--- src/rtl/cbd_stream.sv ---
// Centered binomial sampler: byte stream in, 12-bit coefficient beats out.
// Ports: i_clk/i_rstn, i_start/i_eta/i_mode, i_ibytes stream, o_coeffs stream, o_busy/o_done/o_err.
module cbd_stream #(
  parameter int P_IW = 64,
  parameter int P_NC = 8
) (
  input  logic                 i_clk,
  input  logic                 i_rstn,
  input  logic                 i_start,
  input  logic [1:0]           i_eta,
  input  logic                 i_mode,
  input  logic [P_IW-1:0]      i_ibytes,
  input  logic                 i_ibytes_valid,
  output logic                 o_ibytes_ready,
  output logic [12*P_NC-1:0]   o_coeffs,
  output logic                 o_coeffs_valid,
  input  logic                 i_coeffs_ready,
  output logic                 o_busy,
  output logic                 o_done,
  output logic                 o_err
);

  localparam int CAP = P_IW + 6*P_NC;
  localparam int OW  = 12*P_NC;
  localparam int FW  = $clog2(CAP+1);
  localparam int NB  = 256/P_NC;
  localparam int W2  = 1024/P_IW;
  localparam int W3  = 1536/P_IW;

  typedef enum logic [1:0] {
    IDLE = 2'd0,
    RUN  = 2'd1,
    DONE = 2'd2
  } state_t;

  state_t state, nstate;

  logic          eta3;
  logic          mode;
  logic [CAP-1:0] bits;
  logic [FW-1:0]  fill;
  logic [8:0]     words_left;
  logic [8:0]     beats_left;
  logic [OW-1:0]  out_q;
  logic           out_vld;
  logic           err_q;

  logic          run;
  logic          start_ok;
  logic          pop;
  logic          form;
  logic          push;
  logic          room;
  logic [FW-1:0] need;
  logic [FW-1:0] fill_eff;
  logic [FW-1:0] fill_n;
  logic [CAP-1:0] shifted;
  logic [CAP-1:0] word_ext;
  logic [CAP-1:0] bits_n;
  logic [P_IW-1:0] word_lsb;
  logic [OW-1:0]  beat_c;

  assign run      = (state == RUN);
  assign start_ok = (state == IDLE) & i_start & i_eta[1];
  assign need     = eta3 ? FW'(6*P_NC) : FW'(4*P_NC);
  assign pop      = out_vld & i_coeffs_ready;
  assign form     = run & (fill >= need) & (~out_vld | pop);
  assign fill_eff = form ? (fill - need) : fill;

  // Room is judged after this cycle's beat is removed, so a full
  // buffer can still take a word while a beat drains.
  assign room = ({1'b0, fill_eff} + (FW+1)'(P_IW)) <= (FW+1)'(CAP);
  assign o_ibytes_ready = run & (words_left != 9'd0) & room;
  assign push = o_ibytes_ready & i_ibytes_valid;

  // First byte sits in the MSBs; lay bytes out so stream bit k is bit k.
  always_comb begin
    word_lsb = '0;
    for (int b = 0; b < P_IW/8; b++) begin
      word_lsb[8*b +: 8] = i_ibytes[P_IW-8-8*b +: 8];
    end
  end

  always_comb begin
    word_ext = {{(CAP-P_IW){1'b0}}, word_lsb};
    shifted  = form ? (bits >> need) : bits;
    bits_n   = shifted;
    fill_n   = fill_eff;
    if (push) begin
      bits_n = shifted | (word_ext << fill_eff);
      fill_n = fill_eff + FW'(P_IW);
    end
  end

  always_comb begin
    logic [2:0]  sa;
    logic [2:0]  sb;
    logic [2:0]  d;
    logic [11:0] d12;
    beat_c = '0;
    sa  = '0;
    sb  = '0;
    d   = '0;
    d12 = '0;
    for (int i = 0; i < P_NC; i++) begin
      if (eta3) begin
        sa = {2'b0, bits[6*i]}   + {2'b0, bits[6*i+1]}
           + {2'b0, bits[6*i+2]};
        sb = {2'b0, bits[6*i+3]} + {2'b0, bits[6*i+4]}
           + {2'b0, bits[6*i+5]};
      end else begin
        sa = {2'b0, bits[4*i]}   + {2'b0, bits[4*i+1]};
        sb = {2'b0, bits[4*i+2]} + {2'b0, bits[4*i+3]};
      end
      d   = sa - sb;
      d12 = {{9{d[2]}}, d};
      if (mode && d[2]) begin
        d12 = d12 + 12'd3329;
      end
      beat_c[12*i +: 12] = d12;
    end
  end

  always_ff @(posedge i_clk or negedge i_rstn) begin
    if (!i_rstn) begin
      state <= IDLE;
    end else begin
      state <= nstate;
    end
  end

  always_comb begin
    nstate = state;
    o_done = 1'b0;
    o_busy = 1'b0;
    unique case (state)
      IDLE: begin
        if (start_ok) nstate = RUN;
      end
      RUN: begin
        o_busy = 1'b1;
        if (pop && beats_left == 9'd1) nstate = DONE;
      end
      DONE: begin
        o_busy = 1'b1;
        o_done = 1'b1;
        nstate = IDLE;
      end
      default: nstate = IDLE;
    endcase
  end

  always_ff @(posedge i_clk or negedge i_rstn) begin
    if (!i_rstn) begin
      eta3       <= 1'b0;
      mode       <= 1'b0;
      bits       <= '0;
      fill       <= '0;
      words_left <= '0;
      beats_left <= '0;
      out_q      <= '0;
      out_vld    <= 1'b0;
      err_q      <= 1'b0;
    end else begin
      err_q <= (state == IDLE) & i_start & ~i_eta[1];
      if (start_ok) begin
        eta3       <= i_eta[0];
        mode       <= i_mode;
        bits       <= '0;
        fill       <= '0;
        words_left <= i_eta[0] ? 9'(W3) : 9'(W2);
        beats_left <= 9'(NB);
        out_vld    <= 1'b0;
      end else if (run) begin
        bits <= bits_n;
        fill <= fill_n;
        if (push) words_left <= words_left - 9'd1;
        if (pop)  beats_left <= beats_left - 9'd1;
        if (form) begin
          out_q   <= beat_c;
          out_vld <= 1'b1;
        end else if (pop) begin
          out_vld <= 1'b0;
        end
      end else begin
        out_vld <= 1'b0;
      end
    end
  end

  assign o_coeffs       = out_q;
  assign o_coeffs_valid = out_vld;
  assign o_err          = err_q;

endmodule

--- config.mk ---
export PLATFORM = sky130hd
export DESIGN_NAME = cbd_stream
export DESIGN_NICKNAME = d
export VERILOG_FILES = /design/src/rtl/cbd_stream.sv
export SDC_FILE = /design/constraint.sdc
export NUM_CORES = 1
export LEC_CHECK = 0
export BUFFER_PORTS_ARGS = -buffer_cell sky130_fd_sc_hd__buf_2
export CELL_PAD_IN_SITES_DETAIL_PLACEMENT = 0
export CELL_PAD_IN_SITES_GLOBAL_PLACEMENT = 2
export CORE_MARGIN = 8
export CORE_UTILIZATION = 37
export DETAILED_ROUTE_END_ITERATION = 10
export PLACE_DENSITY = 0.87
export SYNTH_ARGS = -nofsm -noshare
export SYNTH_HDL_FRONTEND = slang
export SYNTH_SLANG_ARGS = --single-unit
--- constraint.sdc ---
create_clock -name i_clk -period 4.15 [get_ports i_clk]
set_input_delay 1.245 -clock i_clk [delete_from_list [all_inputs] [get_ports i_clk]]
set_output_delay 1.245 -clock i_clk [all_outputs]
set_load 0.01 [all_outputs]
==> impl_metrics.env <==
export IMPL_rsz0062_at_grt="no"
export IMPL_via_per_inst=5.42
export IMPL_grt_pass1_vias=11175
export IMPL_power_density_nw_per_um2=894
export IMPL_power_frac_clock_pct=16.5
export IMPL_gp_congestion=0.809
export IMPL_p_sw_share_pct=46.8
export IMPL_fmax_ghz=0.277
export IMPL_synth_fp_nets=1631
export IMPL_end_kind="primary output"
export IMPL_final_cells=2067
export IMPL_drc=0
export IMPL_drv_cap=0
export IMPL_leakage_nw=7.47
export IMPL_clkSlewWorstSetupHoldPaths_ns=0.06
export IMPL_area_growth_pct=15.8
export IMPL_hpwl_um=29800
export IMPL_pin_count=173
export IMPL_post_synth_inst_count=1457
export IMPL_finalPower_mw=14.0
export IMPL_antenna_found_initial=0
export IMPL_ir_worst_vdd_mv=0.504
export IMPL_slew_viol_final=0
export IMPL_r2r_start="eta3$_DFFE_PN0P_"
export IMPL_combPwrFrac_pct=57.2
export IMPL_core_area_um2=36300
export IMPL_die_w_um=207
export IMPL_cts_buffers=26
export IMPL_routedWlPerCell_um=20.2
export IMPL_gr_total_overflow=0
export IMPL_finalCritPeriodShare_pct=86.9
export IMPL_min_from="o_coeffs[55]$_DFFE_PN0P_"
export IMPL_cts_buffer_depth=3
export IMPL_die_y_um=207
export IMPL_finClkSkew_ns=0.0108
export IMPL_cp_data_required_time_ns=2.90
export IMPL_syn_cell_area_um2=13500
export IMPL_ys_ff_latch=211
export IMPL_grt_pass1_wl_um=66600
export IMPL_tns_ns=0
export IMPL_dp_cells=2019
export IMPL_clkLatencyLatePin_ns=0.54
export IMPL_critical_path_peak_fanout=32
export IMPL_start_kind="register"
export IMPL_rows=70
export IMPL_ys_flop_type="dfrtp_1"
export IMPL_synth_edff_count=0
export IMPL_layout_nets=1753
export IMPL_h_tree_depth=1
export IMPL_max_slew_margin_rel_pct=19.3
export IMPL_firstDrtPassIters=6
export IMPL_diodes=0
export IMPL_finalSetupViolations=0
export IMPL_tightest_slew_ns=1.21
export IMPL_portBuffers=172
export IMPL_min_to="o_coeffs[55]$_DFFE_PN0P_"
export IMPL_post_cts_buffers=0
export IMPL_async_flop_share_pct=100
export IMPL_drtIter0Drc=894
export IMPL_worst_ep_arrival_time_ns=2.36
export IMPL_seqPwrFrac_pct=26.3
export IMPL_period_needed_ns=3.61
export IMPL_rrSetupSlack_ns=0.82
export IMPL_vias=11212
export IMPL_ctsHoldBuffers=0
export IMPL_grt_use_total_pct=19.0
export IMPL_fin_util_pct=43.1
export IMPL_seq_area_frac_synth_pct=39.1
export IMPL_seq_area_um2=5280
export IMPL_p_int_mw=7.43
export IMPL_wl_um=41800
export IMPL_p_sw_mw=6.55
export IMPL_dpl_cell_area_um2=14800
export IMPL_drive_above_1_share_pct=20.5
export IMPL_multi_input_area_um2=7300
export IMPL_dieArea_um2=42900
export IMPL_whs_path_depth=2
export IMPL_cts_sinks=211
export IMPL_ys_types=58
export IMPL_cts_root_buf="clkbuf_16"
export IMPL_cts_resized=0
export IMPL_grt_max_degree=76
export IMPL_hold_viol=0
export IMPL_ys_warn_count=0
export IMPL_initial_core_util_pct=37.2
export IMPL_cts_tree="built"
export IMPL_ff2ff_path_depth=11
export IMPL_hold_class="reg2reg"
export IMPL_r2r_end="o_coeffs[65]$_DFFE_PN0P_"
export IMPL_status="completed"
export IMPL_nFillCells=3643
export IMPL_avgSynthCellArea_um2=9.27
export IMPL_path_class="reg2out"
export IMPL_final_cell_area_um2=15600
export IMPL_ant_nets=0
[power by group through the flow]
stage	combinational, mW	sequential, mW	clock, mW
2_1_floorplan	5.64	3.52	0
4_1_cts	8.07	3.67	2.34
3_5_place_dp	8.02	3.70	0
5_1_grt	9.02	3.79	2.41
6_report	8.00	3.67	2.31
3_3_place_gp	7.90	3.67	0
[Yosys cell counts, drive strengths merged, types with 4 or more instances]
library cell,count,area (µm²)
nand2,221,830
dfrtp,211,5280
o21ai,120,601
nor2,103,392
inv,89,334
mux2i,89,891
ha,78,976
clkbuf,77,290
a211oi,56,420
buf,49,317
mux2,41,462
a31oi,31,194
a21oi,30,150
a21o,25,188
fa,24,480
nand2b,23,144
o31ai,22,165
nand3,16,85.1
a22oi,15,113
xnor2,15,131
a221oi,13,114
o311a,13,130
a221o,12,120
a32o,12,120
o211ai,11,82.6
xor2,11,96.3
nor3,10,70.1
nor3b,4,30.0
nor4,4,25.0
o22ai,4,25.0
o2bb2ai,4,35.0
[cell families after synthesis]
group	count (synthesis)	synth area share (%)
XOR/XNOR	26	1.69
buffers and inverters	216	7.00
AND/OR/NAND/NOR	394	12.4
multiplexers	130	10.0
AO/OA/AOI/OAI	378	19.0
adder cells (fa/ha/maj)	102	10.8
flip-flops	211	39.1
[state kept, by name, indices dropped and copies added, names as in the netlist]
name	cells
beats_left	9
bits	112
eta3	1
fill	3
mode	1
o_coeffs	72
o_coeffs_valid	1
o_err	1
state	2
words_left	9
[layer usage]
layer / GRT usage [%] / vias to the layer above / routed length (µm) / part of all wire, %
met3: 3.44 / 47 / 2660 / 6.4
met5: 0 / - / 0 / 0
met1: 27.3 / 5429 / 20000 / 48
met4: 4.12 / 0 / 847 / 2.0
li1: - / 5350 / - / -
met2: 29.3 / 386 / 18300 / 44
[stage by stage]
step | setup WS, ns | hold slack [ns]
floorplan | 0.421 | 0.462
global placement | 0.681 | 0.457
detailed placement | 0.665 | 0.462
CTS | 0.497 | 0.475
global route | 0.364 | 0.486
finish | 0.545 | 0.468
[how the worst max path moves through the flow]
stage	depth (start not counted)	from	to
finish	7	eta3$_DFFE_PN0P_	o_ibytes_ready
global route	7	eta3$_DFFE_PN0P_	o_ibytes_ready
CTS	7	eta3$_DFFE_PN0P_	o_ibytes_ready
detailed placement	8	i_coeffs_ready	bits[73]$_DFFE_PN0P_
global placement	5	i_coeffs_ready	o_ibytes_ready
floorplan	13	eta3$_DFFE_PN0P_	o_coeffs[5]$_DFFE_PN0P_
[critical path: stages (launching register included)]
cell	delay [ns]
dfrtp_4	0.67
ha_1	0.31
inv_1	0.06
ha_1	0.15
nor2_1	0.04
and4_1	0.24
nor3_1	0.18
buf_2	0.16
[layout make-up]
cell class                 instances  area share [%]
inverter                          90            2.16
timing repair buffer             220            8.11
clock inverter                    14           0.680
tap                              468            3.74
clock buffer                      34            4.81
sequential                       211            33.8
multi-input combinational       1030            46.7
[cell usage in the layout, fill, tap and decap left out, types with 22 or more instances in the layout]
cell / n
a211oi_1: 56
a21o_1: 25
a21oi_1: 30
a31oi_1: 31
buf_2: 171
buf_4: 45
clkbuf_16: 27
dfrtp_1: 210
fa_1: 24
ha_1: 78
inv_1: 89
mux2_2: 41
mux2i_1: 89
nand2_1: 220
nand2b_1: 23
nor2_1: 100
o21ai_0: 119
o31ai_1: 22
No activity file was read; power rests on OpenSTA's default activity.
